--- config.mk ---
export PLATFORM = sky130hd
export DESIGN_NAME = nibbler_input_port
export DESIGN_NICKNAME = d
export VERILOG_FILES = /design/src/rtl/nibbler_input_port.sv
export SDC_FILE = /design/constraint.sdc
export NUM_CORES = 1
export LEC_CHECK = 0
export ABC_CLOCK_PERIOD_IN_PS = 1500
export BUFFER_PORTS_ARGS = -buffer_cell sky130_fd_sc_hd__buf_2
export CAP_MARGIN = 20
export CORE_MARGIN = 5
export CORE_UTILIZATION = 53
export DETAILED_ROUTE_END_ITERATION = 16
export PLACE_DENSITY = 0.72
export SLEW_MARGIN = 0
export SYNTH_ARGS = -nofsm -noshare
export SYNTH_HDL_FRONTEND = slang
export SYNTH_SLANG_ARGS = --single-unit
--- constraint.sdc ---
create_clock -name clock -period 1.5 [get_ports clock]
set_input_delay 0.15 -clock clock [delete_from_list [all_inputs] [get_ports clock]]
set_output_delay 0.15 -clock clock [all_outputs]
set_load 0.005 [all_outputs]
--- src/rtl/nibbler_input_port.sv ---
// nibbler_input_port: synchronised, debounced 4-bit pushbutton port feeding the uP core.
// Latency: buttons_raw to level/event is DEBOUNCE_CYCLES+2 rising edges (2 sync + debounce run).
// Backpressure: none; press events are sticky until a rd_strobe edge clears them (set wins).
//
// Ports:
//   clock        system clock, rising edge
//   reset        asynchronous, active-low; clears all state
//   buttons_raw  raw asynchronous bouncing buttons (1 = pressed)
//   rd_strobe    core reads the port this cycle; clears sticky press events at the edge
//   pushbuttons  value seen by the core: sticky events or debounced levels (see macro)
//   level        debounced stable level per button
//   any_event    OR of the four sticky press-event flags
//
// Build option: define INPUT_PORT_EDGE_LATCH_EN to present sticky press events on
// pushbuttons; otherwise pushbuttons carries the debounced level. The event flags
// and any_event behave identically in both builds.
//
// DEBOUNCE_CYCLES must lie in 1..2**CNT_W so that DEBOUNCE_CYCLES-1 fits the counter.

module nibbler_input_port #(
  parameter int DEBOUNCE_CYCLES = 4,
  parameter int CNT_W           = 3
) (
  input  logic       clock,
  input  logic       reset,
  input  logic [3:0] buttons_raw,
  input  logic       rd_strobe,
  output logic [3:0] pushbuttons,
  output logic [3:0] level,
  output logic       any_event
);

  localparam logic [CNT_W-1:0] CNT_MAX = CNT_W'(DEBOUNCE_CYCLES - 1);

  // Two-flop synchroniser per bit.
  logic [3:0] sync1_q;
  logic [3:0] sync2_q;

  // Debounce state per bit.
  logic [3:0][CNT_W-1:0] cnt_q;
  logic [3:0][CNT_W-1:0] cnt_d;
  logic [3:0]            stable_q;
  logic [3:0]            stable_d;

  // Sticky press events.
  logic [3:0] event_q;
  logic [3:0] event_d;
  logic [3:0] press;

  always_ff @(posedge clock or negedge reset) begin
    if (!reset) begin
      sync1_q <= '0;
      sync2_q <= '0;
    end else begin
      sync1_q <= buttons_raw;
      sync2_q <= sync1_q;
    end
  end

  // Counter only advances while the synchronised value disagrees with the
  // stable value; any agreement restarts the run, which is what rejects glitches.
  always_comb begin
    cnt_d    = cnt_q;
    stable_d = stable_q;
    for (int i = 0; i < 4; i++) begin
      if (sync2_q[i] == stable_q[i]) begin
        cnt_d[i] = '0;
      end else if (cnt_q[i] == CNT_MAX) begin
        stable_d[i] = sync2_q[i];
        cnt_d[i]    = '0;
      end else begin
        cnt_d[i] = cnt_q[i] + CNT_W'(1);
      end
    end
  end

  // Only a 0->1 flip of the stable level is a press; a new press on the read
  // edge overrides the clear so it is never lost.
  always_comb begin
    press   = stable_d & ~stable_q;
    event_d = press | (event_q & ~{4{rd_strobe}});
  end

  always_ff @(posedge clock or negedge reset) begin
    if (!reset) begin
      cnt_q    <= '0;
      stable_q <= '0;
      event_q  <= '0;
    end else begin
      cnt_q    <= cnt_d;
      stable_q <= stable_d;
      event_q  <= event_d;
    end
  end

  assign level     = stable_q;
  assign any_event = |event_q;

`ifdef INPUT_PORT_EDGE_LATCH_EN
  assign pushbuttons = event_q;
`else
  assign pushbuttons = stable_q;
`endif

endmodule
==> qor.txt <==
Post-synth top flop - dfrtp_1
max incr delay on CP - 0.52 ns
drt first pass iters - 4
Tcrit/Tclk final - 1.01
Tmin final - 1.51 ns
unrepaired setup endpoints after global routing - yes
Mean Syn Cell Area - 14.9 um2
layout cells sized above 1 - 0.304
Post-Syn Instances - 70
switching power total - 0.539 mW
worst slew pin tran - 0.587 ns
asr flop ratio synth - 1.00
Final Skew - 0.00147 ns
critical path cell sequence - or4_1 > buf_2
Post-Route Utilization - 0.634
Mapped Area - 1040 um2
outcome - complete, but fails checks
Synth area leader - dfrtp_1
Max Clock Freq - 661 MHz
gpl congestion - 0.672
VDD IR-drop max - 0.000959 V
antenna-violating nets left - 0
WHS - 0.152 ns
maxcap violations - 0
Cell variety after synth - 14
Setup CP Type - register to output pin
Area contributors post-synth - dfrtp_1 67%, nor3b_1 5.7%, ha_1 4.8%, mux2_2 4.3%, xnor2_1 3.4%
I/O Buffers - 15
critical path arrival - 1.36 ns
# diodes - 0
largest net degree at the start of global routing - 29
leakage power figure - 0.601 nW
initial antenna violation count - 0
hpwl dp - 1030 um
Worst path slowest cell - or4_1
Hold Violations, Final - 0
H-tree depth - 1
vias per cell - 4.92
logic gate share of total power - 0.293
Sw Ratio - 0.289
Detailed Route Iter0 Violations - 1
Routed WL per cell - 12.1 um
class of the worst hold path - input port to register
CP max FO - 2
global-route wire length before repair - 2570 um
die area - 2960 um2
Root Buffer Master - clkbuf_4
chip width - 54.4 um
share of the synthesized area in the top cell type - 0.671
gr ovfl total - 0
Internal - 1.33 mW
Worst Hold Depth - 3
most frequent cell after synthesis - dfrtp_1
Post-synth EDFFs - 0
Seq pwr share - 0.556
Ys Warns - 0
flops & latches, synth - 28
max-slew violation count - 0
slew margin rel. - 0.608
Post-synth top cells - 28 x dfrtp_1, 8 x nor3b_1
nets@finish - 105
number of core rows - 16
Startpoint Class - register
Mapped Nets - 81
area of the multi-input gates - 299 um2
Clock Sinks - 28
vias in the first global route - 619
endpoints failing setup - 1
total CTS buffers - 3
post-cts sizing count - 0
register area - 701 um2
via count - 586
total track usage - 0.123
initial cell density of the core - 0.544
failing checks - negative setup slack
final WL - 1440 um
Clock Power Share - 0.151
pwr dens - 1530 nW/um2
core area - 1920 um2
Worst Reg-to-Reg Cells - 3
Worst EP required - 1.35 ns
Worst-Skew Late Latency - 0.31 ns
Reg clk slew, reported paths - 0.13 ns
io pins - 16
CTS tree - done
CP Capture Type - output pin
fill count - 164
Worst Setup Slack, final - -0.0133 ns
Seq/Total Area, Yosys - 0.671
area growth from synthesis to layout - 16.6%
DRC - 0
Longest Clk Path Bufs - 2
Die H - 54.4 um
## cell type report
class / count / share of cell area
tap: 27 / 0.0277
timing repair buffer: 23 / 0.121
clock buffer: 3 / 0.0185
sequential: 28 / 0.575
multi-input combinational: 34 / 0.245
inverter: 4 / 0.0123
## cells in the final DEF, fill, tap and decap left out
master	count
mux2_2	4
dlygate4sd3_1	5
and3b_1	1
o2bb2ai_1	1
buf_4	3
a32o_1	3
buf_2	15
clkbuf_4	3
xnor2_1	4
or4_1	1
nor3_1	3
nor3b_1	8
nor2b_2	3
inv_1	4
ha_1	4
nand2b_1	2
dfrtp_1	28
## final timing paths
kind / endpoint / from / slack [ns]
max in group asynchronous: cnt_q[7] / reset / 0.75
min in group asynchronous: cnt_q[9] / reset / 0.36
worst max-delay path: any_event / event_q[2] / -0.01
worst min-delay path: event_q[0] / rd_strobe / 0.15
worst max register to register: level[2] / cnt_q[6] / 0.27
worst min register to register: sync2_q[0] / sync1_q[0] / 0.37
## per-layer routing
layer	vias up	share of wire	track usage
met5	-	0	0
met4	0	0.0090	0.0622
met3	2	0.035	0.0245
met2	7	0.51	0.197
met1	294	0.44	0.156
li1	283	-	-
## power by group through the flow
stage               Clock, mW  Sequential (mW)  Combinational [mW]
finish                  0.282             1.04               0.547
global route            0.325             1.06               0.629
floorplan                   0             1.04               0.400
detailed placement          0             1.06               0.532
global placement            0             1.05               0.513
CTS                     0.299             1.04               0.555
## stage by stage
step / total power [mW] / setup TNS, ns / setup WS, ns / instance area [um2] / cells
floorplan: 1.44 / 0 / 0.381 / 1040 / 70
global placement: 1.56 / 0 / 0.313 / 1120 / 108
detailed placement: 1.59 / 0 / 0.280 / 1120 / 108
CTS: 1.90 / -0.0281 / -0.0281 / 1210 / 118
global route: 2.02 / -0.0692 / -0.0692 / 1220 / 119
finish: 1.87 / -0.0133 / -0.0133 / 1220 / 119
## cell families after synthesis
| kind of cell | count (synthesis) | share of synthesized area |
|---|---|---|
| flops | 28 | 0.671 |
| fa+ha+maj | 4 | 0.0479 |
| simple gates | 18 | 0.125 |
| buf+inv | 8 | 0.0431 |
| mux | 4 | 0.0431 |
| compound gates | 4 | 0.0371 |
| xor+xnor | 4 | 0.0335 |
## sequential cells by signal (all words and copies together), names as in the netlist
signal   count
event_q      4
cnt_q       12
level        4
sync1_q      4
sync2_q      4
## what timing repair did
| item | 4_1_cts | 5_1_grt |
|---|---|---|
| endpoints found under the hold margin | 32 | 0 |
| setup endpoints to repair | 1 | 1 |
| hold buffers | 5 | 0 |
| buffers inserted | 2 | 1 |
## worst max-delay path, delay by kind of cell, from the launching register on
kind          cells  cell delay (ns)
buf+inv           1             0.14
simple gates      1             0.52
flops             1             0.39
(Power assumes the default switching activity.)
